<file path="src/rtl/priv_1_12_trap_redirect_if.sv">
// Handshake and CSR bundle between the trap/MRET sources, the CSR file, fetch and the redirect sequencer.
// The master side drives requests and CSR values; the slave side is the redirect sequencer.
interface priv_1_12_trap_redirect_if #(
    parameter int CNT_W = 16
);
    logic             intr;
    logic             mret;
    logic             pipe_clear;
    logic             redirect_ack;
    logic [29:0]      mtvec_base;
    logic [1:0]       mtvec_mode;
    logic             mcause_int;
    logic [30:0]      mcause_code;
    logic [31:0]      mepc;
    logic             insert_pc;
    logic [31:0]      priv_pc;
    logic             busy;
    logic [CNT_W-1:0] redirect_count;
    logic             drain_timeout;

    modport master (
        output intr, mret, pipe_clear, redirect_ack,
        output mtvec_base, mtvec_mode, mcause_int, mcause_code, mepc,
        input  insert_pc, priv_pc, busy, redirect_count, drain_timeout
    );

    modport slave (
        input  intr, mret, pipe_clear, redirect_ack,
        input  mtvec_base, mtvec_mode, mcause_int, mcause_code, mepc,
        output insert_pc, priv_pc, busy, redirect_count, drain_timeout
    );
endinterface

</file>
<file path="src/rtl/priv_1_12_trap_redirect.sv">
// Registered trap/MRET PC redirect: waits for a clear pipe, latches the target from
// mtvec/mcause/mepc, and holds insert_pc/priv_pc until fetch acknowledges.
module priv_1_12_trap_redirect #(
    parameter int CNT_W     = 16,
    parameter int DRAIN_MAX = 64
) (
    input  logic                          clk,
    input  logic                          rst,
    priv_1_12_trap_redirect_if.slave      bus
);
    localparam int DW = $clog2(DRAIN_MAX + 1);

    typedef enum logic [1:0] {IDLE, DRAIN, ISSUE} state_t;
    typedef enum logic       {TRAP, RET}          kind_t;

    state_t           state_q, state_n;
    kind_t            kind_q, kind_n;
    logic             pend_q, pend_n;
    logic [DW-1:0]    drain_q, drain_n;
    logic             load_pc;
    logic             count_inc;
    logic             timeout_set;
    logic [31:0]      target;
    logic [31:0]      base_addr;
    logic             insert_pc_q;
    logic             busy_q;
    logic [31:0]      priv_pc_q;
    logic [CNT_W-1:0] count_q;
    logic             timeout_q;

    // Bits the target never uses (mcause_code[30], mepc[1:0]).
    logic unused_bits;
    assign unused_bits = ^{bus.mcause_code[30], bus.mepc[1:0]};

    // NOTE: every always_comb output gets a default first, so no path leaves a latch behind.
    always_comb begin
        state_n   = state_q;
        kind_n    = kind_q;
        pend_n    = pend_q;
        drain_n   = drain_q;
        load_pc   = 1'b0;
        count_inc = 1'b0;
        unique case (state_q)
            IDLE: begin
                if (bus.intr) begin
                    kind_n  = TRAP;
                    state_n = DRAIN;
                end else if (bus.mret) begin
                    kind_n  = RET;
                    state_n = DRAIN;
                end
            end
            DRAIN: begin
                if (bus.intr) kind_n = TRAP;
                if (bus.pipe_clear) begin
                    load_pc = 1'b1;
                    drain_n = '0;
                    state_n = ISSUE;
                end else if (drain_q != DW'(DRAIN_MAX)) begin
                    drain_n = drain_q + 1'b1;
                end
            end
            ISSUE: begin
                if (bus.intr) pend_n = 1'b1;
                if (bus.redirect_ack) begin
                    count_inc = 1'b1;
                    if (pend_q || bus.intr) begin
                        kind_n  = TRAP;
                        pend_n  = 1'b0;
                        state_n = DRAIN;
                    end else begin
                        state_n = IDLE;
                    end
                end
            end
            default: state_n = IDLE;
        endcase
    end

    assign timeout_set = (state_q == DRAIN) && (drain_n == DW'(DRAIN_MAX));

    // The effective kind this cycle lets a same-cycle intr upgrade an MRET target.
    always_comb begin
        base_addr = {bus.mtvec_base, 2'b00};
        target    = base_addr;
        if (kind_n == RET) begin
            target = {bus.mepc[31:2], 2'b00};
        end else if (bus.mtvec_mode == 2'd1 && bus.mcause_int) begin
            target = base_addr + {bus.mcause_code[29:0], 2'b00};
        end
    end

    // NOTE: sequential state uses non-blocking assignments so every flop samples pre-edge values.
    always_ff @(posedge clk or posedge rst) begin
        if (rst) begin
            state_q     <= IDLE;
            kind_q      <= TRAP;
            pend_q      <= 1'b0;
            drain_q     <= '0;
            insert_pc_q <= 1'b0;
            busy_q      <= 1'b0;
            priv_pc_q   <= '0;
            count_q     <= '0;
            timeout_q   <= 1'b0;
        end else begin
            state_q     <= state_n;
            kind_q      <= kind_n;
            pend_q      <= pend_n;
            drain_q     <= drain_n;
            insert_pc_q <= (state_n == ISSUE);
            busy_q      <= (state_n != IDLE);
            if (load_pc) priv_pc_q <= target;
            if (count_inc && count_q != '1) count_q <= count_q + 1'b1;
            if (timeout_set) timeout_q <= 1'b1;
        end
    end

    assign bus.insert_pc      = insert_pc_q;
    assign bus.busy           = busy_q;
    assign bus.priv_pc        = priv_pc_q;
    assign bus.redirect_count = count_q;
    assign bus.drain_timeout  = timeout_q;
endmodule

</file>
<file path="src/flat_wrapper.sv">
// flat-port wrapper written by rule: the top's interface ports become plain ports
module priv_1_12_trap_redirect_flat 
#(
    parameter int CNT_W     = 16,
    parameter int DRAIN_MAX = 64
)
  (clk, rst, bus_intr, bus_mret, bus_pipe_clear, bus_redirect_ack, bus_mtvec_base, bus_mtvec_mode, bus_mcause_int, bus_mcause_code, bus_mepc, bus_insert_pc, bus_priv_pc, bus_busy, bus_redirect_count, bus_drain_timeout);
  priv_1_12_trap_redirect_if #(.CNT_W(CNT_W)) bus_i ();
  input  logic clk;
  input  logic rst;
  input wire logic [$bits(bus_i.intr)-1:0] bus_intr;
  input wire logic [$bits(bus_i.mret)-1:0] bus_mret;
  input wire logic [$bits(bus_i.pipe_clear)-1:0] bus_pipe_clear;
  input wire logic [$bits(bus_i.redirect_ack)-1:0] bus_redirect_ack;
  input wire logic [$bits(bus_i.mtvec_base)-1:0] bus_mtvec_base;
  input wire logic [$bits(bus_i.mtvec_mode)-1:0] bus_mtvec_mode;
  input wire logic [$bits(bus_i.mcause_int)-1:0] bus_mcause_int;
  input wire logic [$bits(bus_i.mcause_code)-1:0] bus_mcause_code;
  input wire logic [$bits(bus_i.mepc)-1:0] bus_mepc;
  output wire logic [$bits(bus_i.insert_pc)-1:0] bus_insert_pc;
  output wire logic [$bits(bus_i.priv_pc)-1:0] bus_priv_pc;
  output wire logic [$bits(bus_i.busy)-1:0] bus_busy;
  output wire logic [$bits(bus_i.redirect_count)-1:0] bus_redirect_count;
  output wire logic [$bits(bus_i.drain_timeout)-1:0] bus_drain_timeout;
  assign bus_i.intr = bus_intr;
  assign bus_i.mret = bus_mret;
  assign bus_i.pipe_clear = bus_pipe_clear;
  assign bus_i.redirect_ack = bus_redirect_ack;
  assign bus_i.mtvec_base = bus_mtvec_base;
  assign bus_i.mtvec_mode = bus_mtvec_mode;
  assign bus_i.mcause_int = bus_mcause_int;
  assign bus_i.mcause_code = bus_mcause_code;
  assign bus_i.mepc = bus_mepc;
  assign bus_insert_pc = bus_i.insert_pc;
  assign bus_priv_pc = bus_i.priv_pc;
  assign bus_busy = bus_i.busy;
  assign bus_redirect_count = bus_i.redirect_count;
  assign bus_drain_timeout = bus_i.drain_timeout;
  priv_1_12_trap_redirect #(.CNT_W(CNT_W), .DRAIN_MAX(DRAIN_MAX)) u_core (.clk(clk), .rst(rst), .bus(bus_i));
endmodule
</file>
<file path="config.mk">
export PLATFORM = sky130hd
export DESIGN_NAME = priv_1_12_trap_redirect_flat
export DESIGN_NICKNAME = d
export VERILOG_FILES = /design/src/rtl/priv_1_12_trap_redirect_if.sv /design/src/rtl/priv_1_12_trap_redirect.sv /design/src/flat_wrapper.sv
export SDC_FILE = /design/constraint.sdc
export NUM_CORES = 1
export LEC_CHECK = 0
export BUFFER_PORTS_ARGS = -buffer_cell sky130_fd_sc_hd__buf_2
export CORE_MARGIN = 2
export CORE_UTILIZATION = 48
export CTS_BUF_LIST = sky130_fd_sc_hd__clkbuf_2
export CTS_CLUSTER_DIAMETER = 200
export DETAILED_ROUTE_END_ITERATION = 8
export PLACE_DENSITY_LB_ADDON = 0.3
export SYNTH_ARGS = -nofsm -noshare
export SYNTH_HDL_FRONTEND = slang
export SYNTH_SLANG_ARGS = --single-unit
</file>
<file path="constraint.sdc">
create_clock -name clk -period 1.9 [get_ports clk]
set_input_delay 0.285 -clock clk [delete_from_list [all_inputs] [get_ports clk]]
set_output_delay 0.285 -clock clk [all_outputs]
set_load 0.03 [all_outputs]
</file>
[Yosys cells after proc, flatten, opt, wreduce, memory -nomap -nowiden]
Index checks and enable logic that the tools add are counted.
Storage, ports and cells
  word-level logic and storage cells: 49
  bits in registers: 62
  output and inout bits: 51
  bits of input ports: 102
Operators by class
  muxes and demuxes: 24
  equal/unequal tests: 7
  add/sub/neg operators: 3
  reductions and logical operators: 6
Operators with widths (number)
  32-bit 2-to-1 mux: 2
  32-bit adder: 1
  7-bit 2-to-1 mux: 3
  16-bit by 1-bit adder with 16-bit output (second input constant): 1
  16-bit != test (second input constant): 1
  1-bit 2-to-1 mux: 13
  2-bit 2-to-1 mux: 4
  7-bit by 1-bit adder with 7-bit output (second input constant): 1
  7-bit equality test (second input constant): 1
  7-bit != test (second input constant): 1
  2-bit case mux with 3 select lines: 1
  2-bit by 1-bit equality test with 1-bit output (second input constant): 2
  2-bit equality test (second input constant): 2
  1-bit logical AND: 3
  1-bit case mux with 3 select lines: 1
  2-bit logical NOT: 1
  2-bit nonzero test: 1
  1-bit logical OR: 1

[Depth between registers and ports, before layout]
  word-level depth: 6
  mapped depth: 10
  gate-level depth less buffers: 10

[Worst setup path before layout]
No wires, ideal clock.
  path type: input to register
  start: in bus_mcause_code[0]
  end: reg u_core.priv_pc_q[28], in the netlist u_core.bus.priv_pc[28]
  setup time: 0.140 ns
  arrival: 2.357 ns
  slack: -0.597 ns
  stages on the path: 10
  path through: ha_1 -> fa_1 -> a21o_2 -> a22o_2 -> o2111ai_2 -> nand3_2 -> o31a_1 -> nor4_1 -> a211o_1 -> a31oi_1
On the way
  word-level cells in the longest chain between the ends: 3
RTL lines
  from (decl): RTL line flat_wrapper.sv:18  | input wire logic [$bits(bus_i.mcause_code)-1:0] bus_mcause_code;
  32-bit adder: RTL line priv_1_12_trap_redirect.sv:89  | target = base_addr + {bus.mcause_code[29:0], 2'b00};
  32-bit 2-to-1 mux: RTL line priv_1_12_trap_redirect.sv:88  | end else if (bus.mtvec_mode == 2'd1 && bus.mcause_int) begin
  32-bit 2-to-1 mux: RTL line priv_1_12_trap_redirect.sv:86  | if (kind_n == RET) begin
  to (signal assigned): RTL line priv_1_12_trap_redirect.sv:112  | if (load_pc) priv_pc_q <= target;
  to (decl): RTL line priv_1_12_trap_redirect.sv:27  | logic [31:0] priv_pc_q;
Every way passes these cells.
A chain may end at the register's enable or synchronous reset.

[Worst setup path in the final report]
  start: in bus_mtvec_base[0]
  end: reg u_core.priv_pc_q[28], in the netlist u_core.bus.priv_pc[28]
On the way
  word-level cells in the longest chain between the ends: 3
RTL lines
  from (decl): RTL line flat_wrapper.sv:15  | input wire logic [$bits(bus_i.mtvec_base)-1:0] bus_mtvec_base;
  32-bit adder: RTL line priv_1_12_trap_redirect.sv:89
  32-bit 2-to-1 mux: RTL line priv_1_12_trap_redirect.sv:88
  32-bit 2-to-1 mux: RTL line priv_1_12_trap_redirect.sv:86
Every way passes these cells.

==> flow_metrics.env <==
export IMPL_status="complete, but fails checks"
export IMPL_violations="negative setup slack"
export IMPL_ctsRootBufferMaster="clkbuf_2"
export IMPL_clock_sinks=60
export IMPL_p_leak_uw=0.00328
export IMPL_p_int_uw=3420
export IMPL_powerDensity_nw_per_um2=988
export IMPL_crit_path_max_fanout=3
export IMPL_grt_first_pass_wirelength_mm=23.1
export IMPL_cts_tree="done"
export IMPL_synth_most_common_cell="a21oi_1"
export IMPL_combPwrFrac=0.602
export IMPL_clk_path_buf_depth=2
export IMPL_netSwitchingPower_uw=3260
export IMPL_fin_total_pwr_uw=6680
export IMPL_vias=5358
export IMPL_synth_cells=580
export IMPL_holdPathEnd="u_core.bus.priv_pc[28]$_DFFE_PP0P_"
export IMPL_synth_commonest_cells="a21oi_1, nand2_1, o21ai_0, dfrtp_1"
export IMPL_ios=153
export IMPL_portBuffers=147
export IMPL_clk_latency_ns=0.51
export IMPL_die_height_um=103
export IMPL_crit_slowest_cell="fa_2"
export IMPL_ant_nets=0
export IMPL_netlist_top_cells_area="dfrtp_1, a21oi_1, ha_1"
export IMPL_dr_pass1_iters=5
export IMPL_cp_slowest_stage_delay_ns=0.36
export IMPL_dp_hpwl_mm=12.0
export IMPL_finClkSkew_ns=0.0234
export IMPL_fin_crit_sh=1.05
export IMPL_fin_cells=975
export IMPL_setup_viol=4
export IMPL_yosys_register_bits=60
export IMPL_vias_per_cell=5.50
export IMPL_critPathLaunchType="input pin"
export IMPL_drv_cap=0
export IMPL_hold_viol=0
export IMPL_core_area_um2=9640
export IMPL_critPathCaptureType="flop"
export IMPL_rsz0062_at_grt="true"
export IMPL_r2r_end="u_core.bus.priv_pc[29]$_DFFE_PP0P_"
export IMPL_seqPwrFrac=0.298
export IMPL_synth_avg_cell_area_um2=8.13
export IMPL_clk_pin_slew_ns=0.21
export IMPL_yosysTopAreaCellShare=0.318
export IMPL_placedCellCount=944
export IMPL_synth_cell_type_count=66
export IMPL_fmax_ghz=0.502
export IMPL_crit_arrival_ns=2.42
export IMPL_wl_per_cell_um=15.5
export IMPL_numCtsBuffers=9
export IMPL_drt_total_wl_mm=15.1
export IMPL_rr_worst_depth=8
export IMPL_syn_cell_area_um2=4710
export IMPL_area_growth_pct=43.3
export IMPL_grt_max_degree=61
export IMPL_ir_drop_mv=0.411
export IMPL_crit_start="bus_mtvec_base[0]"
export IMPL_switching_share=0.488
export IMPL_rrSetupSlack_ns=0.08
export IMPL_layout_setup_ws_ns=-0.0924
export IMPL_seq_area_frac_synth=0.318
export IMPL_hp_class="input pin to flop"
export IMPL_overflow=0
export IMPL_dieArea_um2=10600
export IMPL_finalCriticalPeriod_ns=1.99
export IMPL_start_util=0.489
export IMPL_final_max_slew_viol_count=0
export IMPL_drive_above_1_share=0.407
export IMPL_drc=0
export IMPL_worst_setup_path_type="input pin to flop"
export IMPL_reg2reg_from="u_core.state_q[1]$_DFF_PP0_"
export IMPL_synthFlopType="dfrtp_1"
export IMPL_gp_congestion=0.929
export IMPL_path_cells="buf_6, ha_4, fa_2, a21o_2, a22o_4, o2111ai_2, nand3_2, o31a_1, nor4_2, a211o_1, a31oi_1"
export IMPL_yosysTopAreaCell="dfrtp_1"
export IMPL_min_path_cells=3
export IMPL_worstPathRequired_ns=2.33
export IMPL_grt_pass1_vias=4922
export IMPL_h_tree_depth=3
export IMPL_track_usage=0.276
export IMPL_clkPwrFrac=0.100
export IMPL_layout_nets=971
export IMPL_die_w_um=103
export IMPL_drtIter0Drc=277
export IMPL_synth_edf_count=0
export IMPL_hp_start="bus_mepc[28]"
export IMPL_num_rows=36
export IMPL_yosys_warnings=0
export IMPL_antenna_found_initial=1
export IMPL_synthArstFlopShare=1.00
cell usage in the layout (no fill, tap or decap), types with 3 or more instances in the layout:
master	Yosys	layout
xnor2_1	25	25
xor2_1	17	17
nor2_1	32	29
dfrtp_1	60	58
nand3_1	18	16
nand3_2	1	3
clkbuf_2	0	9
o21ai_1	0	7
clkinvlp_4	0	4
nand2_2	0	5
and2_1	3	3
o21ai_0	70	62
dlygate4sd3_1	0	6
nor2b_1	4	3
nand2b_1	3	3
a21oi_2	3	8
a21o_1	4	4
nor2_2	0	3
a21o_2	3	3
buf_2	3	145
ha_1	32	23
ha_4	0	9
and3_1	7	7
nand2_1	81	76
nor3_1	11	8
o31ai_1	3	3
nand4_1	7	7
inv_1	13	12
a211oi_1	5	4
a21oi_1	84	77
o211ai_1	8	8
a31oi_1	13	13
buf_4	3	115
through the flow:
stage	setup WS, ns	hold WS, ns	instance area, um2	TNS (ns)	utilization
after floorplan	-0.380	0.393	4890	-2.38	-
after global placement	-0.586	0.365	6420	-9.88	0.667
after detailed placement	-0.640	0.379	6420	-11.15	0.667
after CTS	-0.00754	0.00576	6600	-0.00754	0.685
after global routing	-0.176	0.0125	6760	-0.414	0.701
final	-0.0924	0.0358	6760	-0.217	0.701
power by group through the flow:
stage	clock network [uW]	registers [uW]	logic (uW)
finish	665	1990	4020
detailed placement	0	2010	3820
CTS	678	1980	3860
floorplan	0	2700	1780
global route	748	2040	4350
global placement	0	1980	3720
flip-flops by register name, summed over array words and instances (netlist names):
| name | cells |
|---|---|
| u_core.pend_q | 1 |
| u_core.bus.priv_pc | 30 |
| u_core.bus.insert_pc | 1 |
| u_core.bus.drain_timeout | 1 |
| u_core.state_q | 2 |
| u_core.drain_q | 7 |
| u_core.bus.redirect_count | 16 |
| u_core.kind_q | 1 |
| u_core.bus.busy | 1 |
what timing repair did:
item                       in CTS  in global routing
hold endpoints to repair       65                  0
resized for setup               4                 27
hold buffers                    6                  0
buffers inserted                1                  7
setup endpoints to repair       4                 32
pin swaps                       0                 10
critical path, delay by kind of cell:
kind	cells	cell delay [ns]
compound gates	6	1.22
buf+inv	1	0.10
simple gates	2	0.31
fa+ha+maj	2	0.51
metal layers:
metal  GRT usage  up-vias  wire length (um)
li1            -     2628                 -
met4      0.0911        0               354
met5           0        -                 0
met3      0.0414       32               819
met2       0.451      199              7340
met1       0.375     2499              6640
cell type report:
cell class / instances / area, um2
inverters: 14 / 57.6
diodes: 1 / 2.50
well taps: 133 / 166
clock buffers: 9 / 45.0
repair buffers: 269 / 1690
clock inverters: 7 / 43.8
flip-flops and latches: 60 / 1500
multi-input cells: 482 / 3250
fillers: 837 / 2880
kinds of logic (layout without fill, tap and decap cells):
kind of cell | Yosys count | in the layout | share of synthesized area
flip-flops | 60 | 60 | 0.318
other | 1 | 3 | 0.000795
AND/OR/NAND/NOR | 186 | 186 | 0.185
multiplexers | 1 | 1 | 0.00239
XOR/XNOR | 42 | 42 | 0.0780
buffers and inverters | 39 | 299 | 0.0528
AO/OA/AOI/OAI | 218 | 218 | 0.273
adder cells (fa/ha/maj) | 33 | 33 | 0.0892
worst max-delay path by stage:
stage,end,slack (ns),depth (start not counted)
after global routing,u_core.bus.priv_pc[28]$_DFFE_PP0P_,-0.18,11
after global placement,u_core.bus.priv_pc[18]$_DFFE_PP0P_,-0.59,11
after CTS,u_core.bus.priv_pc[28]$_DFFE_PP0P_,-0.008,10
after detailed placement,u_core.bus.priv_pc[18]$_DFFE_PP0P_,-0.64,11
after floorplan,u_core.bus.priv_pc[28]$_DFFE_PP0P_,-0.38,10
final,u_core.bus.priv_pc[28]$_DFFE_PP0P_,-0.09,11
No activity file was read; power rests on OpenSTA's default activity.
